$ cat src/rtl/serial_add_pkg.sv
// rtl/serial_add_pkg.sv - shared constants and state encoding for the bit-serial adder
package serial_add_pkg;

  localparam int DEFAULT_WIDTH = 8;

  localparam logic [1:0] IDLE = 2'b00;
  localparam logic [1:0] RUN  = 2'b01;
  localparam logic [1:0] DONE = 2'b10;

  typedef enum logic [1:0] {
    ST_IDLE = IDLE,
    ST_RUN  = RUN,
    ST_DONE = DONE
  } state_e;

endpackage

$ cat src/rtl/fa_bit.sv
// rtl/fa_bit.sv - combinational one-bit full adder cell
module fa_bit (
  input  logic a,
  input  logic b,
  input  logic cin,
  output logic s,
  output logic co
);

  assign s  = a ^ b ^ cin;
  assign co = (a & b) | ((a ^ b) & cin);

endmodule

$ cat src/rtl/serial_add_ctrl.sv
// rtl/serial_add_ctrl.sv - sequences one full-adder cell over WIDTH cycles for add/sub
module serial_add_ctrl
  import serial_add_pkg::*;
#(
  parameter int WIDTH = DEFAULT_WIDTH
) (
  input  logic             clk,
  input  logic             rst,
  input  logic             start,
  input  logic             sub,
  input  logic [WIDTH-1:0] a,
  input  logic [WIDTH-1:0] b,
  output logic             busy,
  output logic             done,
  output logic [WIDTH-1:0] result,
  output logic             cout,
  output logic             ovf
);

  localparam int CW = (WIDTH > 1) ? $clog2(WIDTH) : 1;
  localparam logic [CW-1:0] LAST = CW'(WIDTH - 1);

  state_e           state_q, state_d;
  logic [WIDTH-1:0] a_q, a_d, b_q, b_d, sh_q, sh_d;
  logic [WIDTH-1:0] result_q, result_d;
  logic [CW-1:0]    cnt_q, cnt_d;
  logic             carry_q, carry_d;
  logic             cout_q, cout_d;
  logic             ovf_q, ovf_d;
  logic             fa_s, fa_co;

  fa_bit u_fa (
    .a   (a_q[0]),
    .b   (b_q[0]),
    .cin (carry_q),
    .s   (fa_s),
    .co  (fa_co)
  );

  always_comb begin
    state_d  = state_q;
    a_d      = a_q;
    b_d      = b_q;
    sh_d     = sh_q;
    cnt_d    = cnt_q;
    carry_d  = carry_q;
    result_d = result_q;
    cout_d   = cout_q;
    ovf_d    = ovf_q;
    case (state_q)
      ST_IDLE: begin
        if (start) begin
          // Subtraction is A + ~B + 1: invert B and seed the carry with 1.
          a_d     = a;
          b_d     = sub ? ~b : b;
          carry_d = sub;
          cnt_d   = '0;
          sh_d    = '0;
          state_d = ST_RUN;
        end
      end
      ST_RUN: begin
        sh_d    = {fa_s, sh_q[WIDTH-1:1]};
        carry_d = fa_co;
        a_d     = a_q >> 1;
        b_d     = b_q >> 1;
        cnt_d   = cnt_q + 1'b1;
        if (cnt_q == LAST) begin
          // Outputs are loaded on the edge entering DONE so they line up with done.
          result_d = {fa_s, sh_q[WIDTH-1:1]};
          cout_d   = fa_co;
          ovf_d    = carry_q ^ fa_co;
          state_d  = ST_DONE;
        end
      end
      ST_DONE: state_d = ST_IDLE;
      default: state_d = ST_IDLE;
    endcase
  end

  always_ff @(posedge clk) begin
    if (rst) begin
      state_q  <= ST_IDLE;
      a_q      <= '0;
      b_q      <= '0;
      sh_q     <= '0;
      cnt_q    <= '0;
      carry_q  <= 1'b0;
      result_q <= '0;
      cout_q   <= 1'b0;
      ovf_q    <= 1'b0;
    end else begin
      state_q  <= state_d;
      a_q      <= a_d;
      b_q      <= b_d;
      sh_q     <= sh_d;
      cnt_q    <= cnt_d;
      carry_q  <= carry_d;
      result_q <= result_d;
      cout_q   <= cout_d;
      ovf_q    <= ovf_d;
    end
  end

  assign busy   = (state_q != ST_IDLE);
  assign done   = (state_q == ST_DONE);
  assign result = result_q;
  assign cout   = cout_q;
  assign ovf    = ovf_q;

endmodule

$ cat config.mk
export PLATFORM = sky130hd
export DESIGN_NAME = serial_add_ctrl
export DESIGN_NICKNAME = d
export VERILOG_FILES = /design/src/rtl/serial_add_pkg.sv /design/src/rtl/fa_bit.sv /design/src/rtl/serial_add_ctrl.sv
export SDC_FILE = /design/constraint.sdc
export NUM_CORES = 1
export LEC_CHECK = 0
export CAP_MARGIN = 20
export CORE_MARGIN = 3
export CORE_UTILIZATION = 31
export CTS_CLUSTER_SIZE = 10
export DETAILED_ROUTE_END_ITERATION = 16
export PLACE_DENSITY = 0.57
export SETUP_SLACK_MARGIN = 0.3
export SLEW_MARGIN = 10
export SYNTH_ARGS = -nofsm -noshare
export SYNTH_HDL_FRONTEND = slang
export SYNTH_SLANG_ARGS = --single-unit
$ cat constraint.sdc
create_clock -name clk -period 1.3 [get_ports clk]
set_clock_uncertainty 0.05 [all_clocks]
set_input_delay 0.26 -clock clk [delete_from_list [all_inputs] [get_ports clk]]
set_output_delay 0.26 -clock clk [all_outputs]
set_load 0.01 [all_outputs]
-- Word level (Yosys, flattened, before mapping)
Index checks and enable logic that the tools add are counted.
- register bits after elaboration: 40
- bits of input ports: 20
- output and inout port bits: 12
- word-level logic and storage cells: 42
- add/sub/neg operators: 1
- eq/ne operators: 5
- multiplexer cells: 14
- bitwise operators: 7
- reduce and logical (&&, ||, !) cells: 6
- operator list (operator ; number):
    8-bit case mux with 2 select lines ; 3
    8-bit two-way mux ; 4
    8-bit NOT ; 1
    3-bit case mux with 2 select lines ; 1
    2-bit AND reduction ; 3
    2-bit two-way mux ; 2
    2-bit inequality test (second input constant) ; 2
    2-bit case mux with 2 select lines ; 1
    2-bit nonzero test ; 2
    3-bit by 1-bit adder with 3-bit output (second input constant) ; 1
    3-bit equality test (second input constant) ; 1
    3-bit two-way mux ; 1
    1-bit XOR ; 3
    1-bit AND ; 2
    2-bit by 1-bit equality test with 1-bit output (second input constant) ; 1
    2-bit equality test (second input constant) ; 1
    2-bit logical NOT ; 1
    1-bit case mux with 2 select lines ; 1
    1-bit two-way mux ; 1
    1-bit bitwise OR ; 1

-- Depth between registers and ports, before layout
Gate-level depths: netlist of run 1.
- depth after elaboration: 4
- depth in mapped cells: 6
- mapped depth without buffers: 5

-- Modules after synthesis
A second synthesis of run 1 with hierarchy kept.
- cells, all modules: 184
- area total of the unflattened synthesis: 1659.1 um2
- modules (own cells, without submodules) (module ; times used ; cells an instance ; area each (um2)):
    serial_add_ctrl ; 1 ; 183 ; 1639.1
    fa_bit ; 1 ; 1 ; 20.0

-- Least setup slack after synthesis of run 1
Ideal clock, no wire load.
- kind: reg-to-reg
- start point: reg cnt_q[0]
- end point: reg ovf_q (netlist: ovf)
- setup time: 86 ps
- arrival time: 1206 ps
- data required time: 1164 ps
- slack: -41 ps
- cell stages (with the launch flop): 6
- period minus slack after synthesis: 1341 ps
- cell sequence: dfxtp_1 ha_1 ha_1 and3b_1 buf_2 a211oi_1
- longest elaborated chain between the ends: 2
- ends and longest elaborated chain (element ; RTL line ; text):
    start: declaration ; serial_add_ctrl.sv:26 ; logic [CW-1:0] cnt_q, cnt_d;
    start signal: assignment ; serial_add_ctrl.sv:97 ; cnt_q <= cnt_d;
    3-bit equality test ; serial_add_ctrl.sv:68 ; if (cnt_q == LAST) begin
    2-bit AND reduction (no source line) ; -- ;
    end signal: assignment ; serial_add_ctrl.sv:101 ; ovf_q <= ovf_d;
    end: declaration ; serial_add_ctrl.sv:29 ; logic ovf_q, ovf_d;
No other way between the ends.
A chain may end at the register's enable or synchronous reset.

-- Worst setup path after layout of run 1
- start point: reg state_q[1]
- end point: reg b_q[6]
- longest elaborated chain between the ends: 3
- ends and longest elaborated chain (element ; RTL line ; text):
    start: declaration ; serial_add_ctrl.sv:23 ; state_e state_q, state_d;
    start signal: assignment ; serial_add_ctrl.sv:93 ; state_q <= state_d;
    2-bit by 1-bit equality test with 1-bit output / 2-bit logical NOT (equally long branches) ; serial_add_ctrl.sv:50 ; case (state_q)
    2-bit nonzero test (no source line) / 2-bit inequality test (equally long branches) ; -- ;
    2-bit AND reduction (no source line) ; -- ;
    end signal: assignment ; serial_add_ctrl.sv:85 ; b_q <= '0;
    end signal: assignment ; serial_add_ctrl.sv:95 ; b_q <= b_d;
    end: declaration ; serial_add_ctrl.sv:24 ; logic [WIDTH-1:0] a_q, a_d, b_q, b_d, sh_q, sh_d;
Several ways; a longest one is shown, not always the timed one.

==> tab_implementation.tex, run 1 <==
\begin{tabular}{lr}
\hline
Metric & Value \\
\hline
\multicolumn{2}{l}{\textbf{Power and ir drop}} \\
Static Leakage & 0.969 nW \\
Switching portion of total power & 24.5\% \\
NetSw & 618 µW \\
Sequential power share & 50.8\% \\
Internal & 1.91 mW \\
Part of the total power dissipated in the clock network & 32.1\% \\
Max VDD drop & approximately 0.00045 V \\
Total power density per cell area & 981 nW/µm² \\
Logic pwr share & 17.1\% \\
\multicolumn{2}{l}{\textbf{Synth}} \\
Post-synthesis cell area & about 1600 µm² \\
Post-synth net total & 207 \\
Number of warnings reported in the yosys synthesis log & 0 \\
Gate Count Post-Synth & about 180 \\
Count of different cell masters after synthesis & 26 \\
Seq cells post-synth & 39 \\
Mean cell area of the mapped netlist & 8.95 µm² \\
Sequential element share of the synthesized area & a little under half \\
\multicolumn{2}{l}{\textbf{GRT}} \\
Maximum number of pins on one net before global-route repair & 21 \\
Global-route usage over all layers & 12.6\% \\
Number of global-route vias before repair & $\sim$1400 \\
Wire length of the first global-routing pass & 6260 µm \\
GRT overflow & 0 \\
Number of antenna violations at the first check in global routing & 0 \\
\multicolumn{2}{l}{\textbf{Floorplanning}} \\
Core Region & 4910 µm² \\
Horizontal extent of the die & 78.9 µm \\
Die Span Y & 78.9 µm \\
Number of placement rows & 25 \\
Total I/O pin count & 32 \\
Initial standard-cell utilization of the core & 33.5\% \\
Die area & roughly 6200 µm² \\
\multicolumn{2}{l}{\textbf{Job}} \\
MaxCap Viol Count & 0 \\
\multicolumn{2}{l}{\textbf{Route}} \\
Total DRC errors in the routed layout & 0 \\
Detailed Routing Iterations Pass 1 & 4 \\
Detail-routed via count per cell & 4.79 \\
Via total after detailed routing & 1443 \\
Per-cell routed wire length & 13.1 µm \\
DRT iter0 DRCs & 61 \\
Detailed-route wire length & 3940 µm \\
Post-route antenna net violation count & 0 \\
\multicolumn{2}{l}{\textbf{STA}} \\
Upper clock frequency limit & 758 MHz \\
RSZ-0062 raised after global routing & true \\
Tcrit/Tclk final & 101\% \\
Max-slew headroom & 75.2\% \\
Shortest period the worst path allows & approximately 1.3 ns \\
Final WS setup & -0.0192 ns \\
Final Hold Fails & 0 \\
Setup TNS after final layout & -0.0374 ns \\
\# setup viols final & 3 \\
Slew @ Worst Pin & 0.372 ns \\
Final Slew Violations & 0 \\
\multicolumn{2}{l}{\textbf{CTS}} \\
Largest buffer count on any clock path & 2 \\
Buffer cell driving the clock tree root & sky130\_fd\_sc\_hd\_\_clkbuf\_8 \\
CTS tree & done \\
Skew-Pair Late Insertion Delay & 0.28 ns \\
Clock H-tree levels & 2 \\
Post-CTS clock slew at the launch and capture registers of the worst setup and hold paths & approximately 0.070 ns \\
Number of buffers created by CTS & 5 \\
Total number of clock tree sinks & 39 \\
\multicolumn{2}{l}{\textbf{Layout}} \\
Net count, final & roughly 260 \\
Number of antenna repair diodes & 0 \\
Layout overhead on the synthesized area & 56.3\% \\
Final Cell Area & 2570 µm² \\
Number of filler cells placed in the layout & 464 \\
Leading cell type in the layout, fill and taps excluded & sky130\_fd\_sc\_hd\_\_dfxtp\_1 \\
Non-Filler Instances & 301 \\
Area of the multi-input gates & a little over 1000 µm² \\
Area taken by flip-flops and latches & 807 µm² \\
Highest-count cells in the layout ignoring fill and taps & sky130\_fd\_sc\_hd\_\_dfxtp\_1, sky130\_fd\_sc\_hd\_\_nor2\_1, sky130\_fd\_sc\_hd\_\_buf\_4, sky130\_fd\_sc\_hd\_\_clkdlybuf4s50\_1, sky130\_fd\_sc\_hd\_\_dfxtp\_2 \\
Layout cell share with drive strength beyond 1 & 48.3\% \\
\multicolumn{2}{l}{\textbf{Setup path}} \\
Data arrival at the endpoint of the critical path & 1.43 ns \\
Required arrival time at the worst endpoint & around 1.4 ns \\
Sort of element at the start of the critical path & flip-flop \\
Largest driver fanout on the critical path & 10 \\
Kind of critical path & reg -> reg \\
Critical Path Sink Type & flip-flop \\
\multicolumn{2}{l}{\textbf{Place}} \\
Setup WS pre-CTS & -0.386 ns \\
Number of placed instances with taps included & 282 \\
Gp weighted congestion & 0.739 \\
Sum of net half-perimeters after detailed placement & roughly 2500 µm \\
Total placed instance area & 2180 µm² \\
Buffers added on ports & 31 \\
\multicolumn{2}{l}{\textbf{Status}} \\
Failing checks & negative setup slack \\
Status & finished with violations \\
\multicolumn{2}{l}{\textbf{Min path}} \\
Classification of the worst-slack hold path & reg -> reg \\
\hline
\end{tabular}
[stage by stage]
stage	utilization [%]	power, mW	hold WS, ns
2_1_floorplan	-	1.53	0.358
3_3_place_gp	44.4	1.66	0.394
3_5_place_dp	44.4	1.66	0.398
4_1_cts	49.5	2.53	0.413
5_1_grt	52.4	2.64	0.438
6_report	52.4	2.52	0.412
[area by class of cell]
type                       count  area share [%]
clock inverter                 1           0.194
multi-input combinational    131            40.0
sequential                    39            31.4
timing repair buffer          57            22.0
clock buffer                   6            3.21
tap                           67            3.26
[cell families after synthesis]
| logic type | after synthesis | share of synthesized area (%) |
|---|---|---|
| AND/OR/NAND/NOR | 71 | 22.0 |
| AO/OA/AOI/OAI | 46 | 18.0 |
| flip-flops | 39 | 47.4 |
| buffers and inverters | 15 | 4.41 |
| XOR/XNOR | 9 | 4.79 |
| adder cells (fa/ha/maj) | 3 | 2.74 |
| multiplexers | 1 | 0.608 |
[power groups by stage]
| stage | sequential, mW | combinational [mW] | clock, mW |
|---|---|---|---|
| 3_5_place_dp | 1.31 | 0.350 | 0 |
| 4_1_cts | 1.28 | 0.402 | 0.843 |
| 2_1_floorplan | 1.30 | 0.225 | 0 |
| 6_report | 1.28 | 0.431 | 0.810 |
| 3_3_place_gp | 1.31 | 0.348 | 0 |
| 5_1_grt | 1.29 | 0.468 | 0.885 |
[registers in the layout (all words and copies together), names as in the netlist]
signal   cells
a_q          8
b_q          8
result       8
sh_q         7
cnt_q        3
state_q      2
carry_q      1
cout         1
ovf          1
[per-layer routing]
metal	vias to the layer above	GRT usage, %	share of wire (%)
met1	671	16.2	48
met5	-	0	0
met3	2	2.38	2.9
met2	29	20.7	48
li1	741	-	-
met4	0	4.81	0.74
[what timing repair did]
item	in CTS	in global routing
hold buffers	0	0
pin swaps	6	9
endpoints found under the setup margin	51	51
gates cloned	2	2
gates resized for setup	94	27
buffers inserted	2	6
[Yosys cell counts]
library cell / number / area, µm²
sky130_fd_sc_hd__dfxtp_1: 39 / 781
sky130_fd_sc_hd__nor2_1: 22 / 82.6
sky130_fd_sc_hd__a22oi_1: 18 / 135
sky130_fd_sc_hd__nand2_1: 18 / 67.6
sky130_fd_sc_hd__a21oi_1: 17 / 85.1
sky130_fd_sc_hd__buf_2: 9 / 45.0
sky130_fd_sc_hd__nand2b_1: 9 / 56.3
sky130_fd_sc_hd__nor3_1: 8 / 40.0
sky130_fd_sc_hd__or3b_1: 8 / 70.1
sky130_fd_sc_hd__xnor2_1: 8 / 70.1
sky130_fd_sc_hd__o22ai_1: 7 / 43.8
sky130_fd_sc_hd__clkbuf_1: 4 / 15.0
sky130_fd_sc_hd__a211oi_1: 2 / 15.0
sky130_fd_sc_hd__ha_1: 2 / 25.0
sky130_fd_sc_hd__nor2b_1: 2 / 12.5
sky130_fd_sc_hd__and3b_1: 1 / 8.76
sky130_fd_sc_hd__buf_4: 1 / 7.51
sky130_fd_sc_hd__clkbuf_2: 1 / 5.00
sky130_fd_sc_hd__fa_1: 1 / 20.0
sky130_fd_sc_hd__mux2i_1: 1 / 10.0
sky130_fd_sc_hd__nand3b_2: 1 / 11.3
sky130_fd_sc_hd__nor3b_1: 1 / 7.51
sky130_fd_sc_hd__o21ba_2: 1 / 10.0
sky130_fd_sc_hd__o21bai_1: 1 / 7.51
sky130_fd_sc_hd__or2_2: 1 / 6.26
sky130_fd_sc_hd__xor2_1: 1 / 8.76
[critical path, cell delays in order, from the launching register on]
cell and delay, ns:
sky130_fd_sc_hd__dfxtp_4 0.36, sky130_fd_sc_hd__buf_8 0.13, sky130_fd_sc_hd__o21bai_4 0.20, sky130_fd_sc_hd__buf_12 0.17, sky130_fd_sc_hd__a22oi_1 0.18, sky130_fd_sc_hd__o22ai_1 0.09
[worst paths after layout]
path / endpoint / slack, ns / depth (start not counted) / start
setup / recovery: b_q[6] / -0.02 / 5 / state_q[1]
setup reg to reg: b_q[6] / -0.02 / 5 / state_q[1]
hold / removal: result[4] / 0.41 / 2 / result[4]
hold reg to reg: result[4] / 0.41 / 2 / result[4]
(Power assumes the default switching activity.)
==> run 2, diff against run 1 <==
--- a/config.mk
+++ b/config.mk
@@ -6,7 +6,7 @@
 export NUM_CORES = 1
 export LEC_CHECK = 0
 export CAP_MARGIN = 20
-export CORE_MARGIN = 3
+export CORE_MARGIN = 2
 export CORE_UTILIZATION = 31
 export CTS_CLUSTER_SIZE = 10
 export DETAILED_ROUTE_END_ITERATION = 16
==> tab_implementation.tex, run 2 (same netlist as run 1, synthesis figures left out) <==
\begin{tabular}{lr}
\hline
Metric & Value \\
\hline
\multicolumn{2}{l}{\textbf{Status}} \\
Status & finished with violations (unchanged) \\
Failing checks & negative setup slack (unchanged) \\
\multicolumn{2}{l}{\textbf{Layout}} \\
Final cell utilization of the core & 52.7\% (was 52.4\%) \\
Non-Filler Instances & 304 (was 301) \\
Area of the multi-input gates & 1080 µm² (was 1030 µm²) \\
Net count, final & 256 (was 257) \\
Number of antenna repair diodes & 0 (unchanged) \\
Layout cell share with drive strength beyond 1 & 47.4\% (was 48.3\%) \\
Number of filler cells placed in the layout & 470 (was 464) \\
Area taken by flip-flops and latches & 805 µm² (was 807 µm²) \\
Leading cell type in the layout, fill and taps excluded & sky130\_fd\_sc\_hd\_\_buf\_6 (was sky130\_fd\_sc\_hd\_\_dfxtp\_1) \\
Highest-count cells in the layout ignoring fill and taps & sky130\_fd\_sc\_hd\_\_buf\_6, sky130\_fd\_sc\_hd\_\_dfxtp\_1, sky130\_fd\_sc\_hd\_\_nor2\_1 (was sky130\_fd\_sc\_hd\_\_dfxtp\_1, sky130\_fd\_sc\_hd\_\_nor2\_1, sky130\_fd\_sc\_hd\_\_buf\_4, sky130\_fd\_sc\_hd\_\_clkdlybuf4s50\_1, sky130\_fd\_sc\_hd\_\_dfxtp\_2) \\
Layout overhead on the synthesized area & 63.6\% (was 56.3\%) \\
\multicolumn{2}{l}{\textbf{Setup path}} \\
Sort of element at the start of the critical path & flip-flop (unchanged) \\
Data arrival at the endpoint of the critical path & 1.00 ns (was 1.43 ns) \\
Critical Path Sink Type & primary output (was flip-flop) \\
Largest driver fanout on the critical path & 4 (was 10) \\
Kind of critical path & reg -> out (was reg -> reg) \\
Required arrival time at the worst endpoint & 0.99 ns (was 1.41 ns) \\
\multicolumn{2}{l}{\textbf{CTS}} \\
Clock H-tree levels & 2 (unchanged) \\
Post-CTS clock slew at the launch and capture registers of the worst setup and hold paths & 0.08 ns (was 0.07 ns) \\
Total number of clock tree sinks & 39 (unchanged) \\
Largest buffer count on any clock path & 2 (unchanged) \\
Buffer cell driving the clock tree root & sky130\_fd\_sc\_hd\_\_clkbuf\_8 (unchanged) \\
CTS tree & done (unchanged) \\
Number of buffers created by CTS & 5 (unchanged) \\
Number of buffers inserted for hold repair after clock tree synthesis & 0 (unchanged) \\
Skew-Pair Late Insertion Delay & 0.29 ns (was 0.28 ns) \\
\multicolumn{2}{l}{\textbf{Place}} \\
Sum of net half-perimeters after detailed placement & 2420 µm (was 2460 µm) \\
Number of placed instances with taps included & 282 (unchanged) \\
Gp weighted congestion & 0.750 (was 0.739) \\
Buffers added on ports & 31 (unchanged) \\
\multicolumn{2}{l}{\textbf{Power and ir drop}} \\
Static Leakage & 1.01 nW (was 0.969 nW) \\
Total power density per cell area & 1020 nW/µm² (was 981 nW/µm²) \\
Max VDD drop & 0.000492 V (was 0.000449 V) \\
\multicolumn{2}{l}{\textbf{Route}} \\
Detailed-route wire length & 4090 µm (was 3940 µm) \\
Detail-routed via count per cell & 4.86 (was 4.79) \\
Per-cell routed wire length & 13.5 µm (was 13.1 µm) \\
Total DRC errors in the routed layout & 0 (unchanged) \\
Via total after detailed routing & 1477 (was 1443) \\
Post-route antenna net violation count & 0 (unchanged) \\
Detailed Routing Iterations Pass 1 & 4 (unchanged) \\
DRT iter0 DRCs & 64 (was 61) \\
\multicolumn{2}{l}{\textbf{Floorplanning}} \\
Die area & 5910 µm² (was 6220 µm²) \\
Horizontal extent of the die & 76.9 µm (was 78.9 µm) \\
Number of placement rows & 26 (was 25) \\
Core Region & 5110 µm² (was 4910 µm²) \\
Die Span Y & 76.9 µm (was 78.9 µm) \\
Initial standard-cell utilization of the core & 32.2\% (was 33.5\%) \\
Total I/O pin count & 32 (unchanged) \\
\multicolumn{2}{l}{\textbf{STA}} \\
Final Slew Violations & 0 (unchanged) \\
Shortest period the worst path allows & 1.31 ns (was 1.32 ns) \\
Final Hold Fails & 0 (unchanged) \\
Slew @ Worst Pin & 0.346 ns (was 0.372 ns) \\
RSZ-0062 raised after global routing & true (unchanged) \\
\# setup viols final & 1 (was 3) \\
Tcrit/Tclk final & 101\% (about the same) \\
Max-slew headroom & 76.9\% (was 75.2\%) \\
Upper clock frequency limit & 761 MHz (was 758 MHz) \\
Final WS setup & -0.0139 ns (was -0.0192 ns) \\
\multicolumn{2}{l}{\textbf{GRT}} \\
Wire length of the first global-routing pass & 6920 µm (was 6260 µm) \\
Number of global-route vias before repair & 1436 (was 1352) \\
Maximum number of pins on one net before global-route repair & 21 (unchanged) \\
Number of antenna violations at the first check in global routing & 0 (unchanged) \\
GRT overflow & 0 (unchanged) \\
Global-route usage over all layers & 15.1\% (was 12.6\%) \\
\multicolumn{2}{l}{\textbf{Job}} \\
MaxCap Viol Count & 0 (unchanged) \\
\multicolumn{2}{l}{\textbf{Min path}} \\
Classification of the worst-slack hold path & reg -> reg (unchanged) \\
\hline
\end{tabular}
==> run 2: routing by layer <==
layer	GRT usage (%)	vias to the layer above	part of all wire, %
li1	-	741	-
met1	18.8	704	48
met2	24.1	25	47
met3	4.35	7	3.4
met4	6.55	0	1.8
met5	0	-	0
==> run 2: critical path, stage by stage (launching register included) <==
cell and delay [ns]:
sky130_fd_sc_hd__dfxtp_2 0.35, sky130_fd_sc_hd__or2_4 0.25, sky130_fd_sc_hd__buf_6 0.12
==> run 2: path summary, 6_finish.rpt <==
check                                start  cells after the start  slack (ns)         to
worst max register to register    cnt_q[0]                      5        0.02  result[0]
worst min-delay path             result[1]                      2        0.41  result[1]
worst min register to register   result[1]                      2        0.41  result[1]
worst max-delay path            state_q[1]                      2       -0.01       busy
==> run 2: repair_timing <==
item,4_1_cts,5_1_grt
gates cloned,6,0
gates resized for setup,114,16
buffers inserted,5,3
setup endpoints to repair,51,51
pin swaps,19,15
==> run 2: power by group <==
part           leakage [nW]  internal [mW]  switching (mW)
logic                 0.635          0.278           0.200
registers             0.326           1.25          0.0421
clock network        0.0524          0.574           0.416
==> run 2: through the flow <==
step	cell area (µm²)	setup slack (ns)	setup TNS [ns]	hold slack, ns	total power, mW
after floorplan	1770	0.0790	0	0.358	1.53
after global placement	2160	-0.344	-9.34	0.394	1.65
after detailed placement	2160	-0.370	-9.76	0.398	1.65
after CTS	2610	-0.0273	-0.0425	0.414	2.76
after global routing	2690	-0.0581	-0.563	0.435	2.89
final	2690	-0.0139	-0.0139	0.410	2.76
==> run 2: final cells by class <==
| class | count | share of cell area (%) |
|---|---|---|
| flip-flops and latches | 39 | 29.9 |
| clock inverters | 1 | 1.11 |
| clock buffers | 7 | 2.83 |
| well taps | 70 | 3.25 |
| repair buffers | 55 | 22.9 |
| multi-input cells | 132 | 40.0 |
==> run 3, diff against run 2 <==
--- a/config.mk
+++ b/config.mk
@@ -6,7 +6,7 @@
 export NUM_CORES = 1
 export LEC_CHECK = 0
 export CAP_MARGIN = 20
-export CORE_MARGIN = 2
+export CORE_MARGIN = 10
 export CORE_UTILIZATION = 31
 export CTS_CLUSTER_SIZE = 10
 export DETAILED_ROUTE_END_ITERATION = 16
==> tab_implementation.tex, run 3 (same netlist as run 1, synthesis figures left out) <==
\begin{tabular}{lr}
\hline
Metric & Value \\
\hline
\multicolumn{2}{l}{\textbf{Layout}} \\
Layout cell share with drive strength beyond 1 & 45.3\% (was 47.4\%) \\
Number of antenna repair diodes & 0 (unchanged) \\
Net count, final & 258 (was 256) \\
Layout overhead on the synthesized area & 63.5\% (was 63.6\%) \\
Number of filler cells placed in the layout & 485 (was 470) \\
Highest-count cells in the layout ignoring fill and taps & sky130\_fd\_sc\_hd\_\_dfxtp\_1, sky130\_fd\_sc\_hd\_\_nor2\_1, sky130\_fd\_sc\_hd\_\_nand2\_1, sky130\_fd\_sc\_hd\_\_clkdlybuf4s50\_1, sky130\_fd\_sc\_hd\_\_buf\_6 (was sky130\_fd\_sc\_hd\_\_buf\_6, sky130\_fd\_sc\_hd\_\_dfxtp\_1, sky130\_fd\_sc\_hd\_\_nor2\_1) \\
Leading cell type in the layout, fill and taps excluded & sky130\_fd\_sc\_hd\_\_dfxtp\_1 (was sky130\_fd\_sc\_hd\_\_buf\_6) \\
Non-Filler Instances & 306 (was 304) \\
Final cell utilization of the core & 52.4\% (was 52.7\%) \\
\multicolumn{2}{l}{\textbf{Place}} \\
Sum of net half-perimeters after detailed placement & 2550 µm (was 2420 µm) \\
Gp weighted congestion & 0.729 (was 0.750) \\
Buffers added on ports & 31 (unchanged) \\
Number of placed instances with taps included & 283 (was 282) \\
\multicolumn{2}{l}{\textbf{Setup path}} \\
Sequence of cells on the critical path & buf\_6 -> buf\_8 -> or3b\_4 -> a21oi\_2 -> nor3\_1 (was or2\_4 -> buf\_6) \\
Max stage delay cell, worst path & sky130\_fd\_sc\_hd\_\_dfxtp\_4 (was sky130\_fd\_sc\_hd\_\_dfxtp\_2) \\
Largest driver fanout on the critical path & 6 (was 4) \\
Buffers plus inverters on the worst setup path & 2 (was 1) \\
Kind of critical path & reg -> reg (was reg -> out) \\
Family of cells with the greatest summed delay on the critical path & simple AND/OR/NAND/NOR gates (was flip-flops) \\
Critical Path Sink Type & flip-flop (was primary output) \\
Data arrival at the endpoint of the critical path & 1.46 ns (was 1.00 ns) \\
Required arrival time at the worst endpoint & 1.43 ns (was 0.99 ns) \\
Sort of element at the start of the critical path & flip-flop (unchanged) \\
Largest stage delay on the critical path & 0.36 ns (was 0.35 ns) \\
Minimum setup slack among reg-to-reg paths & -0.03 ns (was 0.02 ns) \\
\multicolumn{2}{l}{\textbf{STA}} \\
Final Hold Fails & 0 (unchanged) \\
RSZ-0062 raised after global routing & true (unchanged) \\
Final WS setup & -0.0333 ns (was -0.0139 ns) \\
Upper clock frequency limit & 750 MHz (was 761 MHz) \\
Slew @ Worst Pin & 0.196 ns (was 0.346 ns) \\
Final Slew Violations & 0 (unchanged) \\
Smallest hold slack & 0.410 ns (about the same) \\
Setup TNS after final layout & -0.0824 ns (was -0.0139 ns) \\
\# setup viols final & 7 (was 1) \\
Shortest period the worst path allows & 1.33 ns (was 1.31 ns) \\
Tcrit/Tclk final & 103\% (was 101\%) \\
Max-slew headroom & 86.9\% (was 76.9\%) \\
\multicolumn{2}{l}{\textbf{CTS}} \\
Post-CTS clock slew at the launch and capture registers of the worst setup and hold paths & 0.08 ns (about the same) \\
Largest buffer count on any clock path & 2 (unchanged) \\
Skew-Pair Late Insertion Delay & 0.29 ns (about the same) \\
Clock H-tree levels & 2 (unchanged) \\
Total number of clock tree sinks & 39 (unchanged) \\
CTS tree & done (unchanged) \\
Number of buffers created by CTS & 5 (unchanged) \\
Buffer cell driving the clock tree root & sky130\_fd\_sc\_hd\_\_clkbuf\_8 (unchanged) \\
\multicolumn{2}{l}{\textbf{Power and ir drop}} \\
Total power density per cell area & 1080 nW/µm² (was 1020 nW/µm²) \\
Max VDD drop & 0.000646 V (was 0.000492 V) \\
Static Leakage & 1.01 nW (about the same) \\
\multicolumn{2}{l}{\textbf{Status}} \\
Failing checks & negative setup slack (unchanged) \\
Status & finished with violations (unchanged) \\
\multicolumn{2}{l}{\textbf{Floorplanning}} \\
Horizontal extent of the die & 92.9 µm (was 76.9 µm) \\
Die Span Y & 92.9 µm (was 76.9 µm) \\
Core Region & 5140 µm² (was 5110 µm²) \\
Initial standard-cell utilization of the core & 32.0\% (was 32.2\%) \\
Number of placement rows & 26 (unchanged) \\
Die area & 8630 µm² (was 5910 µm²) \\
Total I/O pin count & 32 (unchanged) \\
\multicolumn{2}{l}{\textbf{Route}} \\
Detailed-route wire length & 4000 µm (was 4090 µm) \\
Post-route antenna net violation count & 0 (unchanged) \\
Total DRC errors in the routed layout & 0 (unchanged) \\
DRT iter0 DRCs & 66 (was 64) \\
Per-cell routed wire length & 13.1 µm (was 13.5 µm) \\
Detail-routed via count per cell & 4.70 (was 4.86) \\
Via total after detailed routing & 1439 (was 1477) \\
Detailed Routing Iterations Pass 1 & 4 (unchanged) \\
\multicolumn{2}{l}{\textbf{GRT}} \\
Wire length of the first global-routing pass & 6590 µm (was 6920 µm) \\
Global-route usage over all layers & 9.36\% (was 15.1\%) \\
Maximum number of pins on one net before global-route repair & 40 (was 21) \\
Number of global-route vias before repair & 1408 (was 1436) \\
Number of antenna violations at the first check in global routing & 0 (unchanged) \\
GRT overflow & 0 (unchanged) \\
\multicolumn{2}{l}{\textbf{Min path}} \\
Classification of the worst-slack hold path & reg -> reg (unchanged) \\
\multicolumn{2}{l}{\textbf{Job}} \\
MaxCap Viol Count & 0 (unchanged) \\
\hline
\end{tabular}
-- run 3: cell count changes in the layout (fill, tap and decap cells not counted), sizes merged --
cell | previous run | this run
buf | 36 | 38
clkinvlp | 0 | 1
nand3b | 2 | 1
-- run 3: layout make-up --
type | count | area (µm²) | share of cell area (%)
flip-flops and latches | 39 | 807 | 30.0
repair buffers | 58 | 649 | 24.1
clock inverters | 2 | 37.5 | 1.39
clock buffers | 6 | 93.8 | 3.49
well taps | 70 | 87.6 | 3.25
multi-input cells | 131 | 1020 | 37.8
-- run 3: power by group --
part           internal (mW)  switching [mW]  total (mW)
sequential              1.25          0.0390        1.29
combinational          0.289           0.196       0.485
clock                  0.688           0.439        1.13
total                   2.22           0.674        2.90
-- run 3: layer usage --
layer  vias to the layer above  share of wire (%)  global-route usage, %
met4                         0                2.0                   4.24
li1                        744                  -                      -
met3                         9                5.4                   3.71
met2                        28                 48                   14.7
met5                         -                  0                      0
met1                       658                 45                   10.9
-- run 3: through the flow --
step / setup slack [ns] / power, mW / instance area [µm²]
finish: -0.0333 / 2.90 / 2690
floorplan: 0.0790 / 1.53 / 1770
global placement: -0.302 / 1.65 / 2180
CTS: -0.0318 / 2.90 / 2570
detailed placement: -0.318 / 1.65 / 2180
global route: -0.0663 / 3.04 / 2690
-- run 3: final timing paths --
check / end / cells past startpoint / from
worst max-delay path: a_q[4] / 5 / state_q[0]
worst min-delay path: result[2] / 2 / result[2]
worst max register to register: a_q[4] / 5 / state_q[0]
worst min register to register: result[2] / 2 / result[2]
-- run 3: timing repair --
| action | CTS | global route |
|---|---|---|
| buffers inserted | 5 | 5 |
| hold buffers | 0 | 0 |
| resized for setup | 101 | 14 |
| setup endpoints to repair | 51 | 51 |
| pin swaps | 5 | 13 |
| cloned | 3 | 2 |
-- run 3: worst register-to-register path, delay by kind of cell (launching register included) --
family,cells,cell delay (ns)
AO/OA/AOI/OAI,1,0.13
flip-flops,1,0.36
buffers and inverters,2,0.25
AND/OR/NAND/NOR,2,0.41
